File: src/rtl/lsu_pkg.sv
// Shared types and helpers for the load/store unit: FSM states, RV32I width codes and the
// byte-enable generator.
package lsu_pkg;

  typedef enum logic [1:0] {StIdle, StReq, StWait, StDone} lsu_state_e;

  localparam logic [2:0] F3_B  = 3'b000;
  localparam logic [2:0] F3_H  = 3'b001;
  localparam logic [2:0] F3_W  = 3'b010;
  localparam logic [2:0] F3_BU = 3'b100;
  localparam logic [2:0] F3_HU = 3'b101;

  // Loads always fetch the whole word; only stores narrow the enables.
  function automatic logic [3:0] be_gen(input logic we, input logic [2:0] f3,
                                        input logic [1:0] off);
    logic [3:0] be;
    be = 4'b1111;
    if (we) begin
      case (f3)
        F3_B:    be = 4'b0001 << off;
        F3_H:    be = 4'b0011 << {off[1], 1'b0};
        default: be = 4'b1111;
      endcase
    end
    return be;
  endfunction

endpackage

File: src/rtl/load_formatter.sv
// Combinational load-data formatter: selects the addressed byte/half of a bus word and
// sign- or zero-extends it to 32 bits.
module load_formatter
  import lsu_pkg::*;
(
  input  logic [2:0]  funct3_i,
  input  logic [1:0]  off_i,
  input  logic [31:0] word_i,
  output logic [31:0] result_o
);

  logic [31:0] lane;

  always_comb begin
    lane = word_i >> {off_i, 3'b000};
    case (funct3_i)
      F3_B:    result_o = {{24{lane[7]}}, lane[7:0]};
      F3_H:    result_o = {{16{lane[15]}}, lane[15:0]};
      F3_BU:   result_o = {24'h0, lane[7:0]};
      F3_HU:   result_o = {16'h0, lane[15:0]};
      default: result_o = word_i;
    endcase
  end

endmodule

File: src/rtl/lsu_ctrl.sv
// MEM-stage load/store unit: issues word-aligned bus requests over a req/gnt/rvalid handshake,
// formats load data into a registered result, stalls the pipeline and flags errors.
module lsu_ctrl
  import lsu_pkg::*;
#(
  parameter int unsigned TIMEOUT_CYCLES = 16,
  parameter int unsigned ADDR_W         = 32
) (
  input  logic              clk,
  input  logic              rst_n,
  input  logic              mem_req,
  input  logic              mem_we,
  input  logic [2:0]        funct3,
  input  logic [ADDR_W-1:0] addr,
  input  logic [31:0]       store_data,
  output logic [31:0]       rdata,
  output logic              stall,
  output logic              misalign_err,
  output logic              bus_err,
  output logic              dmem_req,
  output logic              dmem_we,
  output logic [ADDR_W-1:0] dmem_addr,
  output logic [3:0]        dmem_be,
  output logic [31:0]       dmem_wdata,
  input  logic              dmem_gnt,
  input  logic              dmem_rvalid,
  input  logic [31:0]       dmem_rdata
);

  localparam int unsigned CntW = (TIMEOUT_CYCLES > 2) ? $clog2(TIMEOUT_CYCLES) : 1;
  localparam logic [CntW-1:0] CntLast = CntW'(TIMEOUT_CYCLES - 1);

  lsu_state_e        state_q, state_d;
  logic [CntW-1:0]   cnt_q, cnt_d;
  logic [31:0]       rdata_q, rdata_d;
  logic [ADDR_W-1:0] addr_q, addr_d;
  logic [2:0]        f3_q, f3_d;
  logic              we_q, we_d;
  logic [3:0]        be_q, be_d;
  logic [31:0]       wdata_q, wdata_d;

  logic        legal_f3, aligned, access_ok, idle, start, last;
  logic [31:0] wdata_fmt, fmt_rdata;

  always_comb begin
    if (mem_we) legal_f3 = funct3 inside {F3_B, F3_H, F3_W};
    else        legal_f3 = funct3 inside {F3_B, F3_H, F3_W, F3_BU, F3_HU};

    case (funct3)
      F3_H, F3_HU: aligned = ~addr[0];
      F3_W:        aligned = (addr[1:0] == 2'b00);
      default:     aligned = 1'b1;
    endcase

    case (funct3)
      F3_B:    wdata_fmt = {4{store_data[7:0]}};
      F3_H:    wdata_fmt = {2{store_data[15:0]}};
      default: wdata_fmt = store_data;
    endcase
  end

  assign access_ok    = legal_f3 & aligned;
  assign idle         = (state_q == StIdle);
  assign start        = idle & mem_req & access_ok;
  assign misalign_err = idle & mem_req & ~access_ok;
  assign last         = (cnt_q == CntLast);

  load_formatter u_load_formatter (
    .funct3_i (f3_q),
    .off_i    (addr_q[1:0]),
    .word_i   (dmem_rdata),
    .result_o (fmt_rdata)
  );

  always_comb begin
    state_d = state_q;
    cnt_d   = cnt_q;
    rdata_d = rdata_q;
    addr_d  = addr_q;
    f3_d    = f3_q;
    we_d    = we_q;
    be_d    = be_q;
    wdata_d = wdata_q;
    bus_err = 1'b0;

    unique case (state_q)
      StIdle: begin
        if (start) begin
          state_d = StReq;
          cnt_d   = '0;
          addr_d  = addr;
          f3_d    = funct3;
          we_d    = mem_we;
          be_d    = be_gen(mem_we, funct3, addr[1:0]);
          wdata_d = wdata_fmt;
        end
      end
      StReq: begin
        // A load granted on the final budget cycle still cannot complete, so it times out.
        if (dmem_gnt && we_q) begin
          state_d = StDone;
        end else if (last) begin
          bus_err = 1'b1;
          state_d = StDone;
          if (!we_q) rdata_d = '0;
        end else begin
          cnt_d = cnt_q + 1'b1;
          if (dmem_gnt) state_d = StWait;
        end
      end
      StWait: begin
        if (dmem_rvalid) begin
          rdata_d = fmt_rdata;
          state_d = StDone;
        end else if (last) begin
          bus_err = 1'b1;
          rdata_d = '0;
          state_d = StDone;
        end else begin
          cnt_d = cnt_q + 1'b1;
        end
      end
      StDone:  state_d = StIdle;
      default: state_d = StIdle;
    endcase
  end

  always_ff @(posedge clk or negedge rst_n) begin
    if (!rst_n) begin
      state_q <= StIdle;
      cnt_q   <= '0;
      rdata_q <= '0;
      addr_q  <= '0;
      f3_q    <= '0;
      we_q    <= 1'b0;
      be_q    <= '0;
      wdata_q <= '0;
    end else begin
      state_q <= state_d;
      cnt_q   <= cnt_d;
      rdata_q <= rdata_d;
      addr_q  <= addr_d;
      f3_q    <= f3_d;
      we_q    <= we_d;
      be_q    <= be_d;
      wdata_q <= wdata_d;
    end
  end

  assign rdata      = rdata_q;
  assign stall      = start | (state_q == StReq) | (state_q == StWait);
  assign dmem_req   = (state_q == StReq);
  assign dmem_we    = we_q;
  assign dmem_addr  = {addr_q[ADDR_W-1:2], 2'b00};
  assign dmem_be    = be_q;
  assign dmem_wdata = wdata_q;

endmodule

File: config.mk
export PLATFORM = sky130hd
export DESIGN_NAME = lsu_ctrl
export DESIGN_NICKNAME = d
export VERILOG_FILES = /design/src/rtl/lsu_pkg.sv /design/src/rtl/load_formatter.sv /design/src/rtl/lsu_ctrl.sv
export SDC_FILE = /design/constraint.sdc
export NUM_CORES = 1
export LEC_CHECK = 0
export ABC_CLOCK_PERIOD_IN_PS = 3230
export CELL_PAD_IN_SITES_DETAIL_PLACEMENT = 1
export CELL_PAD_IN_SITES_GLOBAL_PLACEMENT = 2
export CORE_MARGIN = 1.5
export CORE_UTILIZATION = 30
export CTS_CLUSTER_DIAMETER = 100
export DETAILED_ROUTE_END_ITERATION = 12
export PLACE_DENSITY = 0.88
export SLEW_MARGIN = 0
export SYNTH_ARGS = -nofsm -noshare
export SYNTH_HDL_FRONTEND = slang
export SYNTH_HIERARCHICAL = 1
export SYNTH_SLANG_ARGS = --single-unit
File: constraint.sdc
create_clock -name clk -period 3.23 [get_ports clk]
set_input_delay 0.646 -clock clk [delete_from_list [all_inputs] [get_ports clk]]
set_output_delay 0.646 -clock clk [all_outputs]
set_load 0.05 [all_outputs]
==> results.yml <==
floorplan:
  die_h_um: 145
  fp.dieArea_um2: 21000
  core.rowCount: 51
  io_pins: 210
  coreArea_um2: 19600
  start_util_pct: 30.8
  die_w_um: 145
cells_and_area:
  fin_area_um2: 8450
  diodes: 0
  nFillCells: 2162
  utilization_pct: 43.1
  layout-drive-gt1-share_pct: 17.4
  area_growth_pct: 40.0
  fin_nets: 833
synthesis:
  netlist_instances: 552
  synth_mux_area_share_pct: 23.0
  synthArstFlopShare_pct: 100
  synth_compound_area_share_pct: 11.4
  synth-seq-area-share_pct: 45.6
  synth_fa_ha_area_share_pct: 1.24
  netlist_area_um2: 6030
  yosys.area_share.simple_pct: 11.3
  synth_top_area_share_pct: 45.6
  synth_xor_area_share_pct: 0
  synth_area_leaders: "dfrtp_1, mux2_4, mux2_2"
  synth_cell_type_count: 50
  netlist_top_cells_count: "dfrtp_1, nand2_1, o21ai_0, mux2_2, mux2_4"
  yosysMostFrequentCell: "dfrtp_1"
  ys_seq_elements: 110
  synth_top_family_by_area: "multiplexers"
  avgSynthCellArea_um2: 10.9
  yosys_most_used_dff: "dfrtp_1"
  synth_warnings: 6
  synth_top_area_cell: "dfrtp_1"
  synth_edf_count: 0
grt:
  grt_pass1_wl_mm: 28.2
  antenna_found_initial: 1
  grt_overflow: 0
  grt_pass1_vias: 5160
  grt_usage_pct: 17.5
  grt_max_degree: 65
clock_tree:
  post_cts_resized: 0
  cts-buffers-inserted: 9
  post-cts-setup-buffer-count: 0
  clock_sinks: 110
  clk_pin_slew_worst_paths_ns: 0.08
  cts_hold_buffers: 0
  insertion_delay_ns: 0.35
  cts-root-buf: "clkbuf_16"
  clockBufferDepth: 2
  htree_levels: 3
  cts_tree: "done"
pwr:
  p_sw_mw: 4.72
  seqPwrFrac_pct: 26.0
  netSwitchingFraction_pct: 49.4
  power.leakage_nw: 3.85
  peakVddDrop_uv: 442
  p_per_area_nw_per_um2: 1130
  comb_power_share_pct: 62.8
  intPower_mw: 4.82
  p_clk_share_pct: 11.1
route:
  wl_per_cell_um: 18.3
  dr.pass1.iters: 4
  vias: 4828
  first_iter_violations: 197
  antenna_left: 0
  drc_errors: 0
  wl_mm: 18.1
  viasPerCell: 4.87
timing:
  finalCriticalPeriod_ns: 2.90
  finalSetupTns_ns: 0
  setup_violations: 0
  tightest_slew_ns: 0.846
  finalHoldViolCount: 0
  rsz0062_at_grt: "no"
  fmax_ghz: 0.344
  clock_skew_ns: 0.0104
  slew_headroom_pct: 43.6
  finalCritPeriodShare_pct: 89.9
  final_max_slew_viol_count: 0
setup_path:
  crit_type: "primary input to primary output"
  worst_setup_path_start_kind: "primary input"
  worstPathMaxFanout: 7
  arrival_ns: 2.26
  critPathRequiredTime_ns: 2.58
  endpoint_kind: "primary output"
place:
  dpl_cell_area_um2: 8170
  portBuffers: 207
  routabilityCongestion: 0.894
  hpwlAfterDp_mm: 13.7
job:
  drv_cap: 0
outcome:
  status: "finished clean"
min_path:
  hold_class: "primary input to async pin"
-- final timing paths --
check | startpoint | endpoint | slack (ns) | cells past startpoint
max | funct3[0] | stall | 0.33 | 5
min | rst_n | addr_q[18] | 0.39 | 1
max reg2reg | addr_q[0] | rdata[24] | 0.98 | 5
min reg2reg | dmem_wdata[9] | dmem_wdata[9] | 0.48 | 2
max in group asynchronous | rst_n | rdata[14] | 2.03 | 2
min in group clk | dmem_wdata[9] | dmem_wdata[9] | 0.48 | 2
-- power groups by stage --
stage / Clock [mW] / Sequential, mW / Combinational, mW
final: 1.06 / 2.48 / 5.99
after detailed placement: 0 / 2.51 / 6.01
after CTS: 1.10 / 2.50 / 6.03
after global placement: 0 / 2.47 / 5.89
after global routing: 1.16 / 2.58 / 6.32
after floorplan: 0 / 3.80 / 2.93
-- sequential cells by signal (all words and copies together), names as in the netlist --
signal      count
addr_q         32
dmem_wdata     32
rdata          32
cnt_q           4
dmem_be         4
f3_q            3
state_q         2
dmem_we         1
-- metrics by stage --
stage | worst slack [ns] | power (mW) | hold slack (ns) | instances
4_1_cts | 0.327 | 9.62 | 0.437 | 991
3_5_place_dp | 0.312 | 8.52 | 0.475 | 976
5_1_grt | 0.269 | 10.1 | 0.460 | 991
6_report | 0.326 | 9.54 | 0.394 | 991
3_3_place_gp | 0.337 | 8.37 | 0.462 | 976
2_1_floorplan | 0.502 | 6.73 | 0.350 | 553
-- critical path, stage by stage --
cell and delay, ns:
clkdlybuf4s50_1 0.54, or4_4 0.59, a21o_4 0.24, nand2_1 0.10, buf_12 0.14
-- cell usage in the layout, fill, tap and decap left out, types with 2 or more instances in the layout --
cell type	n
a21oi_1	7
a221oi_1	5
a22o_1	2
a22oi_1	5
a31oi_1	3
and3_1	36
buf_12	3
buf_4	16
clkbuf_16	9
clkdlybuf4s50_1	203
clkinvlp_4	3
conb_1	2
dfrtp_1	110
ha_1	6
inv_1	7
mux2_2	42
mux2_4	40
mux2i_1	28
nand2_1	78
nand3_1	8
nor2_1	10
nor2b_1	4
o211ai_1	2
o21ai_0	57
o21ai_1	4
o31ai_1	7
-- cell families (layout without fill, tap and decap cells) --
logic type | after synthesis | count (layout)
buf+inv | 71 | 244
compound gates | 108 | 108
flops | 110 | 110
other cells | 1 | 2
simple gates | 144 | 144
fa+ha+maj | 6 | 6
mux | 112 | 112
-- cell type report --
type / instances / area, µm² / share of cell area (%)
Multi-Input combinational cell: 372 / 2850 / 33.8
Sequential cell: 110 / 2750 / 32.6
Timing Repair Buffer: 222 / 2210 / 26.2
Tap cell: 265 / 332 / 3.93
Clock buffer: 10 / 229 / 2.71
Clock inverter: 5 / 42.5 / 0.504
Inverter: 7 / 26.3 / 0.311
-- per-layer routing --
layer	part of all wire, %	GRT usage, %
met2	47	29.2
met4	1.7	5.69
met5	0.072	0
met3	7.9	5.03
met1	43	21.8
Power figures use the tool's default switching activity.
